--- src/rtl/priority_scan_encoder.sv ---
// Sequential priority encoder: stores a request vector and emits the index of each set bit,
// one beat per handshake, in priority order. Optional macro: PRIORITY_SCAN_ZERO_REPORT_EN.
//
// state | meaning
// IDLE  | ready for a new vector (after the first post-reset edge)
// SCAN  | emitting one beat per pending bit
// ZERO  | single all-zero report beat (macro builds only)
module priority_scan_encoder #(
   parameter int WIDTH     = 8,
   parameter int MSB_FIRST = 1,
   localparam int IDX_W    = $clog2(WIDTH)
) (
   input  logic             clk,
   input  logic             rst_n,
   input  logic [WIDTH-1:0] i,
   input  logic             i_valid,
   output logic             i_ready,
   output logic [IDX_W-1:0] y,
   output logic             y_valid,
   input  logic             y_ready,
   output logic             y_last,
   output logic             zero
);

`ifdef PRIORITY_SCAN_ZERO_REPORT_EN
   typedef enum logic [1:0] {IDLE = 2'd0, SCAN = 2'd1, ZERO = 2'd2} state_t;
`else
   typedef enum logic [1:0] {IDLE = 2'd0, SCAN = 2'd1} state_t;
`endif

   state_t             state_q, state_d;
   logic [WIDTH-1:0]   pending_q, pending_d;
   logic               live_q, live_d;
   logic [IDX_W-1:0]   sel_idx;
   logic [WIDTH-1:0]   sel_mask;
   logic [WIDTH-1:0]   rest;
   logic               last_beat;

   // Later loop iterations override earlier ones, so the scan order sets the priority.
   always_comb begin
      sel_idx = '0;
      if (MSB_FIRST != 0) begin
         for (int k = 0; k < WIDTH; k++) begin
            if (pending_q[k]) sel_idx = IDX_W'(k);
         end
      end else begin
         for (int k = WIDTH - 1; k >= 0; k--) begin
            if (pending_q[k]) sel_idx = IDX_W'(k);
         end
      end
   end

   assign sel_mask  = WIDTH'(1) << sel_idx;
   assign rest      = pending_q & ~sel_mask;
   assign last_beat = (rest == '0);

   always_comb begin
      state_d   = state_q;
      pending_d = pending_q;
      live_d    = 1'b1;
      i_ready   = 1'b0;
      y_valid   = 1'b0;
      y         = '0;
      y_last    = 1'b0;
      zero      = 1'b0;
      case (state_q)
         IDLE: begin
            i_ready = live_q;
            if (i_valid && live_q) begin
               pending_d = i;
               if (i != '0) begin
                  state_d = SCAN;
               end
`ifdef PRIORITY_SCAN_ZERO_REPORT_EN
               else begin
                  state_d = ZERO;
               end
`endif
            end
         end
         SCAN: begin
            y_valid = 1'b1;
            y       = sel_idx;
            y_last  = last_beat;
            if (y_ready) begin
               pending_d = rest;
               if (last_beat) state_d = IDLE;
            end
         end
`ifdef PRIORITY_SCAN_ZERO_REPORT_EN
         ZERO: begin
            y_valid = 1'b1;
            y_last  = 1'b1;
            zero    = 1'b1;
            if (y_ready) state_d = IDLE;
         end
`endif
         default: begin
            state_d   = IDLE;
            pending_d = '0;
         end
      endcase
   end

   // live_q holds i_ready low until the first edge after reset release.
   always_ff @(posedge clk or negedge rst_n) begin
      if (!rst_n) begin
         state_q   <= IDLE;
         pending_q <= '0;
         live_q    <= 1'b0;
      end else begin
         state_q   <= state_d;
         pending_q <= pending_d;
         live_q    <= live_d;
      end
   end

endmodule
--- config.mk ---
export PLATFORM = sky130hd
export DESIGN_NAME = priority_scan_encoder
export DESIGN_NICKNAME = d
export VERILOG_FILES = /design/src/rtl/priority_scan_encoder.sv
export SDC_FILE = /design/constraint.sdc
export NUM_CORES = 1
export LEC_CHECK = 0
export BUFFER_PORTS_ARGS = -buffer_cell sky130_fd_sc_hd__buf_2
export CAP_MARGIN = 30
export CORE_MARGIN = 3
export CORE_UTILIZATION = 25
export CTS_CLUSTER_DIAMETER = 50
export DETAILED_ROUTE_END_ITERATION = 8
export GPL_ROUTABILITY_DRIVEN = 0
export PLACE_DENSITY = 0.49
export SYNTH_ARGS = -nofsm -noshare
export SYNTH_HDL_FRONTEND = slang
export SYNTH_SLANG_ARGS = --single-unit
--- constraint.sdc ---
create_clock -name clk -period 2.35 [get_ports clk]
set_input_delay 0.3525 -clock clk [delete_from_list [all_inputs] [get_ports clk]]
set_output_delay 0.3525 -clock clk [all_outputs]
set_load 0.1 [all_outputs]
==> results.md, run 1 <==
- The flow ran to the end, and the final reports show no timing, DRC or antenna violations.
- Averaged over all synthesized cells, the footprint is 8.940 µm².
- The worst setup path is launched from a flop.
- In this run the tightest slew margin relative to its limit is 0.5153.
- The HPWL after detailed placement is between 1 and 1.5 mm.
- For the pin with the worst max-slew slack, the measured transition is 719.5 ps.
- The largest net degree at the start of global routing is 16.
- In the synthesized netlist, the cells that appear most often are 10 x dfrtp_1, 6 x nand2_1, 5 x a22o_1.
- The path class of the tightest hold or removal check is in2reg.
- The routed layout has 608 vias.
- The clock buffer count from CTS is 3.
- The top flip-flop cell by instance count after synthesis is dfrtp_1.
- After synthesis, the cell types taking the most area are dfrtp_1 41%, a22o_1 7.1%, a2111oi_4 4.5%, nand2_1 3.7%, a21oi_1 3.2%.
- Prior to clock tree synthesis, the placed netlist has a worst setup slack of 113.4 ps.
- The netlist area before placement is 616.8 µm².
- The cell family with the largest share of critical-path delay is simple AND/OR/NAND/NOR gates.
- During I/O placement, the number of pins put on the boundary was 19.
- The number of antenna violations at the first check in global routing was 0.
- The number of buffers between clock root and the deepest sink is 2.
- Setup violations remaining at the end of the flow were counted as 0.
- The detailed router finished its first iteration with 7 violations.
- For this block, the routed nets add up to 1.685 mm of wire.
- The number of H-tree levels is 1.
- The number of enable-type register cells in the synthesized netlist is 0.
- The number of antenna cells inserted is 0.
- The worst endpoint required time is 2000 ps.
- The worst setup path is of the reg2out kind.
- The worst setup path is captured at a primary output.
- The share of cells above drive strength 1 is 0.3846.
- For this run, the slowest stage of the critical path takes 590 ps.
- The placeable core region is 2276 µm².
- The die is 55.67 µm tall.
- The total count of max-transition violations in the final report came to 0.
- From synthesis to final layout, the design area changed by 39.76%.
- TritonCTS built the clock tree.
- The initial utilization of the core area, before any placement, comes to 0.2710.
- Yosys printed 0 warnings.
- Setup slack on the critical path of the routed design comes to 43.87 ps.
- For this run, design rule violations remaining after detail routing come to 0.
- The synthesized design contains 10 register bits.
- The post-route clock skew is ~2.3 ps.
- The count of nets left with antenna violations once routing finished came out at 0.
- Of the post-synthesis cell area, the dominant cell type holds 0.4057.
- The data arrival at the endpoint of the critical path is between 1500 and 2000 ps.
- The netlist uses 29 different library cells.
- The critical path goes through or4_4 > buf_6 > o22ai_4 > o22ai_2 > nor2_2 > buf_12.
- The aggregate global-route resource usage is 0.1178.
- Dividing the detail-routed via count by the number of cells gives 5.109.
- In the finished design, the share of the clock period the worst path needs comes to 0.9813.
- Clock tree synthesis selected as its root buffer the cell clkbuf_4.
- The number of global-route vias before repair is 606.
- The count of mapped cells out of synthesis is 69.
- For this run, the register share of the synthesized area comes to 0.4057.
- Global routing finished with a remaining overflow of 0.
- For this design, the slowest cell found on the critical path is or4_4.
- The worst path in the final design needs a cycle of ~2300 ps, including I/O delays and setup.
- The largest area contributor in the netlist is dfrtp_1.
- The critical path contains buffers and inverters numbering 2 combined.
- The clock slew at the register clock pins of the worst setup and hold paths is 70 ps.
- Setup repair after global routing could not meet its margin everywhere.
- The die area is 3099 µm².
- The global-route wire length before repair is ~2.9 mm.
- The utilization after layout is 0.3788.
- The final cell count without fillers is 119.
- Counting tap cells, the placed design contains a total of between 100 and 150 instances.
- The register-to-register setup slack is roughly 580 ps.
- The share of async-settable or async-resettable flops after synthesis is 1.000.
- The number of nets produced by synthesis is 81.
- The standard-cell row count is 17.
- Dividing the detail-routed wire length by the instance count gives between 10 and 15 µm.
- The highest attainable clock frequency is 433.6 MHz.
- Yosys instantiated no cell more often than dfrtp_1.
- The hold violation count in the final report is 0.
- The quantity of I/O buffers inserted on ports is 17.
- The net count of the finished layout is 104.
- For this run, the detailed router's first-pass iteration total came to 2.
- With fillers left out, the area of the finished cells amounts to around 860 µm².
- The horizontal extent of the die is 55.67 µm.
- Max-cap violations in this run came to 0.
- Of all nets on the critical path, the largest fanout is 4.
- The insertion delay to the later sink of the worst-skew pair is 260 ps.
- Summing all placed instances gives a cell area of 768.2 µm².
- CTS saw 10 sinks.
## path summary, 6_finish.rpt
check,to,cells past startpoint,start
min in group asynchronous,state_q[0],2,rst_n
worst min-delay path,pending_q[5],2,i[5]
worst max register to register,pending_q[3],5,pending_q[6]
worst min register to register,pending_q[4],2,pending_q[4]
worst max-delay path,y_last,6,pending_q[6]
max in group asynchronous,pending_q[1],2,rst_n
## per-stage QoR
step	setup TNS, ps	hold slack (ps)
final	0	307.9
after detailed placement	0	232.1
after CTS	0	301.7
after global placement	0	226.6
after global routing	-43.38	302.1
after floorplan	-594.7	56.91
## flip-flops by register name (all words and copies together), names as in the netlist
| signal | count |
|---|---|
| pending_q | 8 |
| state_q | 1 |
| live_q | 1 |
## layout make-up
class / instances / area, µm²
well taps: 28 / 35.03
multi-input cells: 52 / 381.6
inverters: 2 / 7.507
repair buffers: 23 / 151.4
clock buffers: 4 / 36.28
flip-flops and latches: 10 / 250.2
fillers: 242 / 1414
## cells in the final DEF, fill, tap and decap left out
cell type,synthesis,routed
maj3_1,1,1
o22ai_4,0,1
nor2_1,4,3
nor2_2,0,1
a2111oi_4,1,1
nor2b_2,0,1
o21bai_1,1,1
o2bb2ai_1,1,1
o22a_1,1,1
and2_1,1,1
a21o_1,1,1
o21a_2,0,1
o22ai_2,0,1
o21ai_1,3,3
mux2i_1,2,2
o21ai_0,4,4
clkbuf_8,0,1
buf_6,0,1
nor4_1,3,3
a21oi_2,0,1
dfrtp_1,10,10
a22o_1,5,5
a211oi_4,0,1
o22ai_1,3,1
buf_2,1,16
buf_4,1,4
nand2_1,6,6
dlygate4sd3_1,0,1
inv_1,2,2
or4_4,0,1
a21oi_1,4,3
or3_1,1,1
nand2b_1,1,1
nor2b_1,2,1
conb_1,2,2
buf_12,0,1
clkbuf_4,0,3
nor3_1,2,2
## layer usage
layer,wire length (µm),global-route usage
met1,786,0.1619
met2,790,0.1757
met3,108,0.05336
met4,0,0.01042
met5,0,0
## logic make-up after synthesis
logic type	count (synthesis)	synth area share
flops	10	0.4057
mux	2	0.03246
compound gates	26	0.3124
buf+inv	7	0.05071
fa+ha+maj	1	0.01623
simple gates	21	0.1704
other cells	2	0.01217
## what timing repair did
item                                   CTS  global route
setup buffers                            1             0
endpoints found under the hold margin   10             0
hold buffers                             1             0
resized for setup                        4             3
setup endpoints to repair                1             1
pin swaps                                4             4
Power of run 1 is left out: the tool's default activity adds up to more than one toggle a clock period on the data nets, which glitch-free logic cannot reach.
==> run 2, diff against run 1 <==
Settings changed: ABC_CLOCK_PERIOD_IN_PS from default to 2350, CORE_AREA from default to 3 3 40 42, CORE_MARGIN 3 to default, CORE_UTILIZATION 25 to default, DIE_AREA from default to 0 0 43 45, PLACE_DENSITY 0.49 to 0.79.
==> results.md, run 2 (synthesis results as in run 1) <==
- The standard-cell row count was 13 (-4).
- The average wire length per cell after detail routing was 14.32 µm (+1.1%).
- The post-route minimum period is 2282 ps (-24.16 ps).
- The global-route wire length before repair was 2.504 mm (-13%).
- Setup repair after global routing left no endpoint under its margin.
- The worst setup path is of the reg2out kind.
- The vertical extent of the die was 45 µm (-19%).
- The die area is 1935 µm² (-38%).
- The flow ran to the end, and the final reports show no timing, DRC or antenna violations.
- The transition at the pin with the smallest max-transition slack is 702.7 ps (-16.80 ps).
- The TritonCTS clock tree is done.
- The placeable core region was 1285 µm² (-44%).
- The largest individual stage delay along the critical path comes from the cell or4_4.
- The number of global-route vias before repair is 579 (-4.5%).
- The number of antenna cells inserted is 0 (unchanged).
- The largest net degree at the start of global routing was 16 (unchanged).
- The aggregate global-route resource usage is 0.1783 (+0.06048).
- The remaining global-route overflow was 0 (unchanged).
- The worst setup path is captured at a primary output.
- The clock buffer count from CTS is 3 (unchanged).
- The number of H-tree levels is 1 (unchanged).
- The share of cells above drive strength 1 is 0.3846 (unchanged).
- The insertion delay to the later sink of the worst-skew pair is 270 ps (about the same).
- The HPWL after detailed placement is 1.072 mm (-13%).
- The number of setup violations in the final report came to 0 (unchanged).
- The number of buffers between clock root and the deepest sink is 2 (unchanged).
- The worst-case headroom to the max-slew limit is 0.5266 (+0.01132).
- The final standard cell area without fillers is 824.5 µm² (-4.4%).
- The most repeated library cell on the critical path is o22ai_2.
- The startpoint type of the worst setup path is a flop.
- The hold violation count in the final report came to 0 (unchanged).
- The via total after detailed routing was 597 (-1.8%).
- The number of antenna violations at the first check in global routing was 0 (unchanged).
- Compared with the post-synthesis result, the final layout area differs by 33.67%.
- The library cell used most frequently in the layout, excluding fill and tap cells, is buf_2.
- The quantity of I/O buffers inserted on ports was 17 (unchanged).
- The CTS root buffer is clkbuf_4.
- The number of flip-flops under the largest register name is 8 (unchanged).
- The highest net fanout along the worst path is 5 (+1).
- The post-route clock skew is 5.819 ps (+3.502 ps).
- The library cells used most frequently in the layout, excluding fill and tap cells, are 16 x buf_2, 10 x dfrtp_1, 6 x nand2_1, 5 x a22o_1, 5 x buf_4.
- The final period utilization is 0.9711 (-0.01028).
- The DRC violation count after routing is 0 (unchanged).
- The number of I/O pins is 19 (unchanged).
- The horizontal extent of the die is 43 µm (-23%).
- The worst endpoint required time was 2000 ps (about the same).
- The clock slew at the register clock pins of the worst setup and hold paths came to 60 ps (about the same).
- Traced cell by cell, the critical path runs through or4_4 > buf_6 > o22ai_2 > o22ai_2 > nor2_2 > buf_12.
- The total count of max-transition violations in the final report was 0 (unchanged).
- The via density per instance is 5.632 (+10%).
- The initial standard-cell utilization of the core is 0.4800 (+0.2090).
- The maximum single-stage delay on the critical path is 580 ps (about the same).
- The number of max-capacitance violations reported is 0 (unchanged).
- The number of fillers in the final layout is 123 (-49%).
- In the final layout, the registers with the most flip-flops are pending_q x8, live_q x1, state_q x1.
- The data arrival at the endpoint of the critical path is 1930 ps (-20 ps).
- The total wirelength of the detailed-routed design came to 1.518 mm (-9.9%).
- The CTS sink count is 10 (unchanged).
- The highest attainable clock frequency is 438.2 MHz (+1.1%).
- The first-pass iteration count of the detailed router was 4 (+2).
- The path class of the tightest hold or removal check is in2reg.
- The register with the most flip-flops in the final layout is pending_q.
- The net count of the finished layout is 105 (+0.96%).
- The area after detailed placement is 737.0 µm² (-4.1%).
- The number of nets still failing antenna checks after routing is 0 (unchanged).
- The violation count after the first detailed-route iteration came to 7 (unchanged).
[run 2: through the flow]
| step | TNS [ps] | instances | utilization | hold slack [ps] | setup slack, ps |
|---|---|---|---|---|---|
| floorplan | -594.7 | 69 | - | 56.91 | -304.4 |
| global placement | 0 | 98 | 0.5735 | 223.8 | 180.1 |
| detailed placement | 0 | 98 | 0.5735 | 230.8 | 145.4 |
| CTS | 0 | 106 | 0.6388 | 304.0 | 7.411 |
| global route | 0 | 106 | 0.6417 | 330.3 | 16.86 |
| finish | 0 | 106 | 0.6417 | 307.0 | 68.03 |
[run 2: area by class of cell]
cell class              count  area, µm²  area share
inverters                   2      7.507    0.009105
multi-input cells          52      366.6      0.4446
flip-flops and latches     10      250.2      0.3035
repair buffers             24      158.9      0.1927
well taps                  15      18.77     0.02276
clock buffers               3      22.52     0.02731
[run 2: worst paths after layout]
kind,startpoint,end,slack (ps),depth (start not counted)
worst max register to register,pending_q[4],state_q[0],600,6
min in group asynchronous,rst_n,pending_q[0],480,2
worst min register to register,pending_q[0],pending_q[0],610,1
worst max-delay path,pending_q[4],y_last,70,6
worst min-delay path,i[5],pending_q[5],310,2
max in group asynchronous,rst_n,pending_q[7],1670,2
[run 2: per-layer routing]
layer  routed length (µm)  GRT usage
met1                  637     0.2035
met2                  748     0.3144
met3                   95    0.02789
met4                   37     0.1084
met5                    0          0
[run 2: worst max-delay path: cells and delay by family, from the launching register on]
family                 cells  cell delay (ps)
AOI/OAI and AO/OA          2              230
and+or+nand+nor            2              720
DFF                        1              380
buffers and inverters      2              340
[run 2: repair_timing]
| action | CTS | global route |
|---|---|---|
| buffers inserted | 4 | 0 |
| hold endpoints to repair | 10 | 0 |
| hold buffers | 1 | 0 |
| gates cloned | 0 | 0 |
| pin swaps | 4 | 4 |
| endpoints found under the setup margin | 1 | 1 |
| gates resized for setup | 4 | 1 |
Power of run 2 is left out for the same reason.
==> run 3, diff against run 2 <==
Settings changed: ABC_AREA from default to 1, CORE_AREA 3 3 40 42 to default, CORE_MARGIN from default to 3, CORE_UTILIZATION from default to 49, DIE_AREA 0 0 43 45 to default, PLACE_DENSITY 0.79 to 0.84.
==> results.md, run 3 <==
- The number of buffers between clock root and the deepest sink is 2 (unchanged).
- The post-synthesis mux area share is 0 (-0.03245).
- The buffers inserted during post-CTS setup optimization is 0 (-4).
- The total negative slack for setup checks is 0 ps (unchanged).
- The highest net fanout along the worst path came to 5 (unchanged).
- The final standard cell area without fillers is 813.3 µm² (-1.4%).
- The worst register-to-register path ends at state_q[0].
- The number of antenna violations at the first check in global routing is 0 (unchanged).
- The HPWL after detailed placement is 1.155 mm (+7.8%).
- The DRC violation count after routing is 0 (unchanged).
- The most common library cell in the layout ignoring fill and taps is nand2_1.
- The insertion delay to the later sink of the worst-skew pair is 280 ps (about the same).
- The share of async-settable or async-resettable flops after synthesis is 1.000 (unchanged).
- The number of enable-type register cells in the synthesized netlist is 0 (unchanged).
- The first-pass iteration count of the detailed router is 4 (unchanged).
- The largest register by flop count is pending_q.
- The most frequent cell after synthesis is nand2_1.
- Following the worst setup path forward leads to its endpoint at y_last.
- The area after detailed placement came to 764.5 µm² (+3.7%).
- Setup repair after global routing left no endpoint under its margin.
- The slack of the critical path is 180.9 ps (+112.9 ps).
- The cell at the slowest stage of the critical path is dfrtp_1.
- The number of flip-flops under the largest register name was 8 (unchanged).
- The quantity of I/O buffers inserted on ports came to 17 (unchanged).
- The total wirelength of the detailed-routed design is 1.561 mm (+2.8%).
- The hold violation count in the final report is 0 (unchanged).
- In the final layout, the registers with the most flip-flops are pending_q x8, live_q x1, state_q x1.
- The synthesized flop and latch total was 10 (unchanged).
- The violation count after the first detailed-route iteration is 18 (+11).
- The post-route minimum period is 2169 ps (-112.9 ps).
- The root buffer cell chosen for the clock tree is clkbuf_4.
- The register-to-register setup slack is 960 ps (+360 ps).
- The startpoint-to-endpoint class of the critical path is reg2out.
- The data arrival at the endpoint of the critical path was 1820 ps (-110 ps).
- The via total after detailed routing is 706 (+18%).
- The net count of the finished layout came to 126 (+20%).
- The number of H-tree levels is 1 (unchanged).
- The standard-cell row count is 12 (-1).
- The average wire length per cell after detail routing is 12.29 µm (-14%).
- The synthesized area per cell was 7.081 µm² (-21%).
- The number of nets produced by synthesis is 106 (+31%).
- The top cell types in the final layout, fill and taps aside, are 22 x nand2_1, 16 x buf_2, 9 x dfrtp_1, 8 x inv_1, 8 x nor2_1.
- The worst-case reg-to-reg path depth came to 10 (+4).
- In this run the worst hold path is classified as in2reg.
- The post-synthesis xor/xnor area fraction is 0 (unchanged).
- The commonest cells after synthesis are 22 x nand2_1, 10 x dfrtp_1, 8 x inv_1, 8 x nor2_1.
- The horizontal extent of the die was 42.86 µm (-0.34%).
- After synthesis, the largest family of logic cells by area is simple AND/OR/NAND/NOR gates.
- The worst endpoint required time is 2000 ps (about the same).
- The netlist area before placement was 665.6 µm² (+7.9%).
- The largest area contributor in the netlist is dfrtp_1.
- The post-place setup slack is 352.5 ps (+207.2 ps).
- The via density per instance is 5.559 (-1.3%).
- In this run the worst setup path begins at pending_q[6].
- The initial standard-cell utilization of the core is 0.5612 (+0.08114).
- The number of antenna cells inserted came to 0 (unchanged).
- The clock slew at the register clock pins of the worst setup and hold paths was 70 ps (about the same).
- The remaining global-route overflow is 0 (unchanged).
- The share of synthesized area occupied by flip-flops and latches is 0.3759 (-0.02974).
- The worst setup path is captured at a primary output.
- The count of mapped cells out of synthesis was 94 (+36%).
- The growth of design area from synthesis to finish is 22.18%.
- The fraction of synthesized cell area taken by the top area cell type is 0.3759 (-0.02974).
- The maximum single-stage delay on the critical path is 420 ps (-160 ps).
- The placeable core region is 1186 µm² (-7.7%).
- The aggregate global-route resource usage is 0.1881 (+0.009800).
- The share of cells above drive strength 1 was 0.3451 (-0.03948).
- The number of nets still failing antenna checks after routing is 0 (unchanged).
- TritonCTS built the clock tree.
- The synthesized-area fraction occupied by adder cells is 0 (-0.01623).
- The largest net degree at the start of global routing is 16 (unchanged).
- The final period utilization is 0.9230 (-0.04803).
- The basic-gate share of the synthesized area counting and, or, nand and nor cells was 0.3477 (+0.1774).
- The die area is 1837 µm² (-5.1%).
- The worst setup path is launched from a flop.
- The number of fillers in the final layout is 110 (-11%).
- The number of distinct library cells after synthesis came to 24 (-17%).
- The number of global-route vias before repair was 591 (+2.1%).
- The clock buffer count from CTS is 3 (unchanged).
- The vertical extent of the die is 42.86 µm (-4.8%).
- The run finished with clean final reports.
- The post-route clock skew is 3.524 ps (-2.296 ps).
- The worst register-to-register path begins at pending_q[6].
- The CTS sink count came to 10 (unchanged).
- The compound-cell area share of the yosys netlist is 0.1711 (-0.1413).
- The highest attainable clock frequency was 461.0 MHz (+5.2%).
- The number of warnings reported in the yosys synthesis log was 0 (unchanged).
- The number of I/O pins came to 19 (unchanged).
- The number of max-capacitance violations reported is 0 (unchanged).
- The total count of max-transition violations in the final report is 0 (unchanged).
- The critical path goes through nor2_4 > nand2_2 > nor2_4 > nand3_2 > nand2_1 > nand2_1 > nor2_2 > and2_2 > buf_4.
- The global-route wire length before repair is 2.594 mm (+3.6%).
- The top flip-flop cell by instance count after synthesis is dfrtp_1.
- The number of setup violations in the final report is 0 (unchanged).
- Yosys attributes the largest share of cell area to dfrtp_1 38%, nand2_1 12%, a31oi_1 4.7%, inv_1 4.5%, nor2_1 4.5%.
## run 3: cell count changes in the layout (fill, tap and decap cells not counted), moves of 4 or more
| cell | before | now |
|---|---|---|
| buf_4 | 5 | 1 |
| nor2_1 | 3 | 8 |
| nand3_1 | 0 | 4 |
| a22o_1 | 5 | 0 |
| a31oi_1 | 0 | 5 |
| nand2_1 | 6 | 22 |
| inv_1 | 2 | 8 |
| inv_2 | 0 | 4 |
## run 3: metrics by stage
stage	util	instances	hold WS, ps
floorplan	-	94	56.91
global placement	0.6445	122	221.3
detailed placement	0.6445	122	224.1
CTS	0.6835	127	347.0
global route	0.6857	127	353.5
finish	0.6857	127	344.8
## run 3: critical path, delay by kind of cell (launching register included)
| kind | cells | cell delay, ps |
|---|---|---|
| simple gates | 8 | 840 |
| buf+inv | 1 | 280 |
| flops | 1 | 420 |
## run 3: how the worst min path moves through the flow
stage          startpoint           end  slack (ps)  depth (start not counted)
2_1_floorplan       rst_n        live_q          60                          0
3_3_place_gp        rst_n  pending_q[3]         220                          1
3_5_place_dp        rst_n  pending_q[1]         220                          1
4_1_cts              i[7]  pending_q[7]         350                          3
5_1_grt              i[7]  pending_q[7]         350                          3
6_report             i[7]  pending_q[7]         340                          3
## run 3: kinds of logic (layout without fill, tap and decap cells)
logic type | after synthesis | after routing
flip-flops | 10 | 10
AND/OR/NAND/NOR | 47 | 47
buffers and inverters | 15 | 34
other | 2 | 2
AO/OA/AOI/OAI | 20 | 20
## run 3: cell type report
class / instances / area [µm²] / area share
multi-input combinational: 69 / 365.4 / 0.4492
timing repair buffer: 18 / 97.59 / 0.1200
tap: 14 / 17.52 / 0.02154
sequential: 10 / 251.5 / 0.3092
inverter: 12 / 45.04 / 0.05538
clock buffer: 4 / 36.28 / 0.04462
## run 3: layer usage
| metal | vias to the layer above | wire [µm] | track usage |
|---|---|---|---|
| met2 | 43 | 750 | 0.3054 |
| met3 | 5 | 120 | 0.02542 |
| li1 | 345 | - | - |
| met1 | 313 | 658 | 0.2408 |
| met4 | 0 | 31 | 0.09317 |
| met5 | - | 0 | 0 |
## run 3: what timing repair did
item / 4_1_cts / 5_1_grt
endpoints found under the hold margin: 10 / 0
gates resized for setup: 0 / 2
setup endpoints to repair: 0 / 1
hold buffers: 1 / 0
Power of run 3 is left out for the same reason.
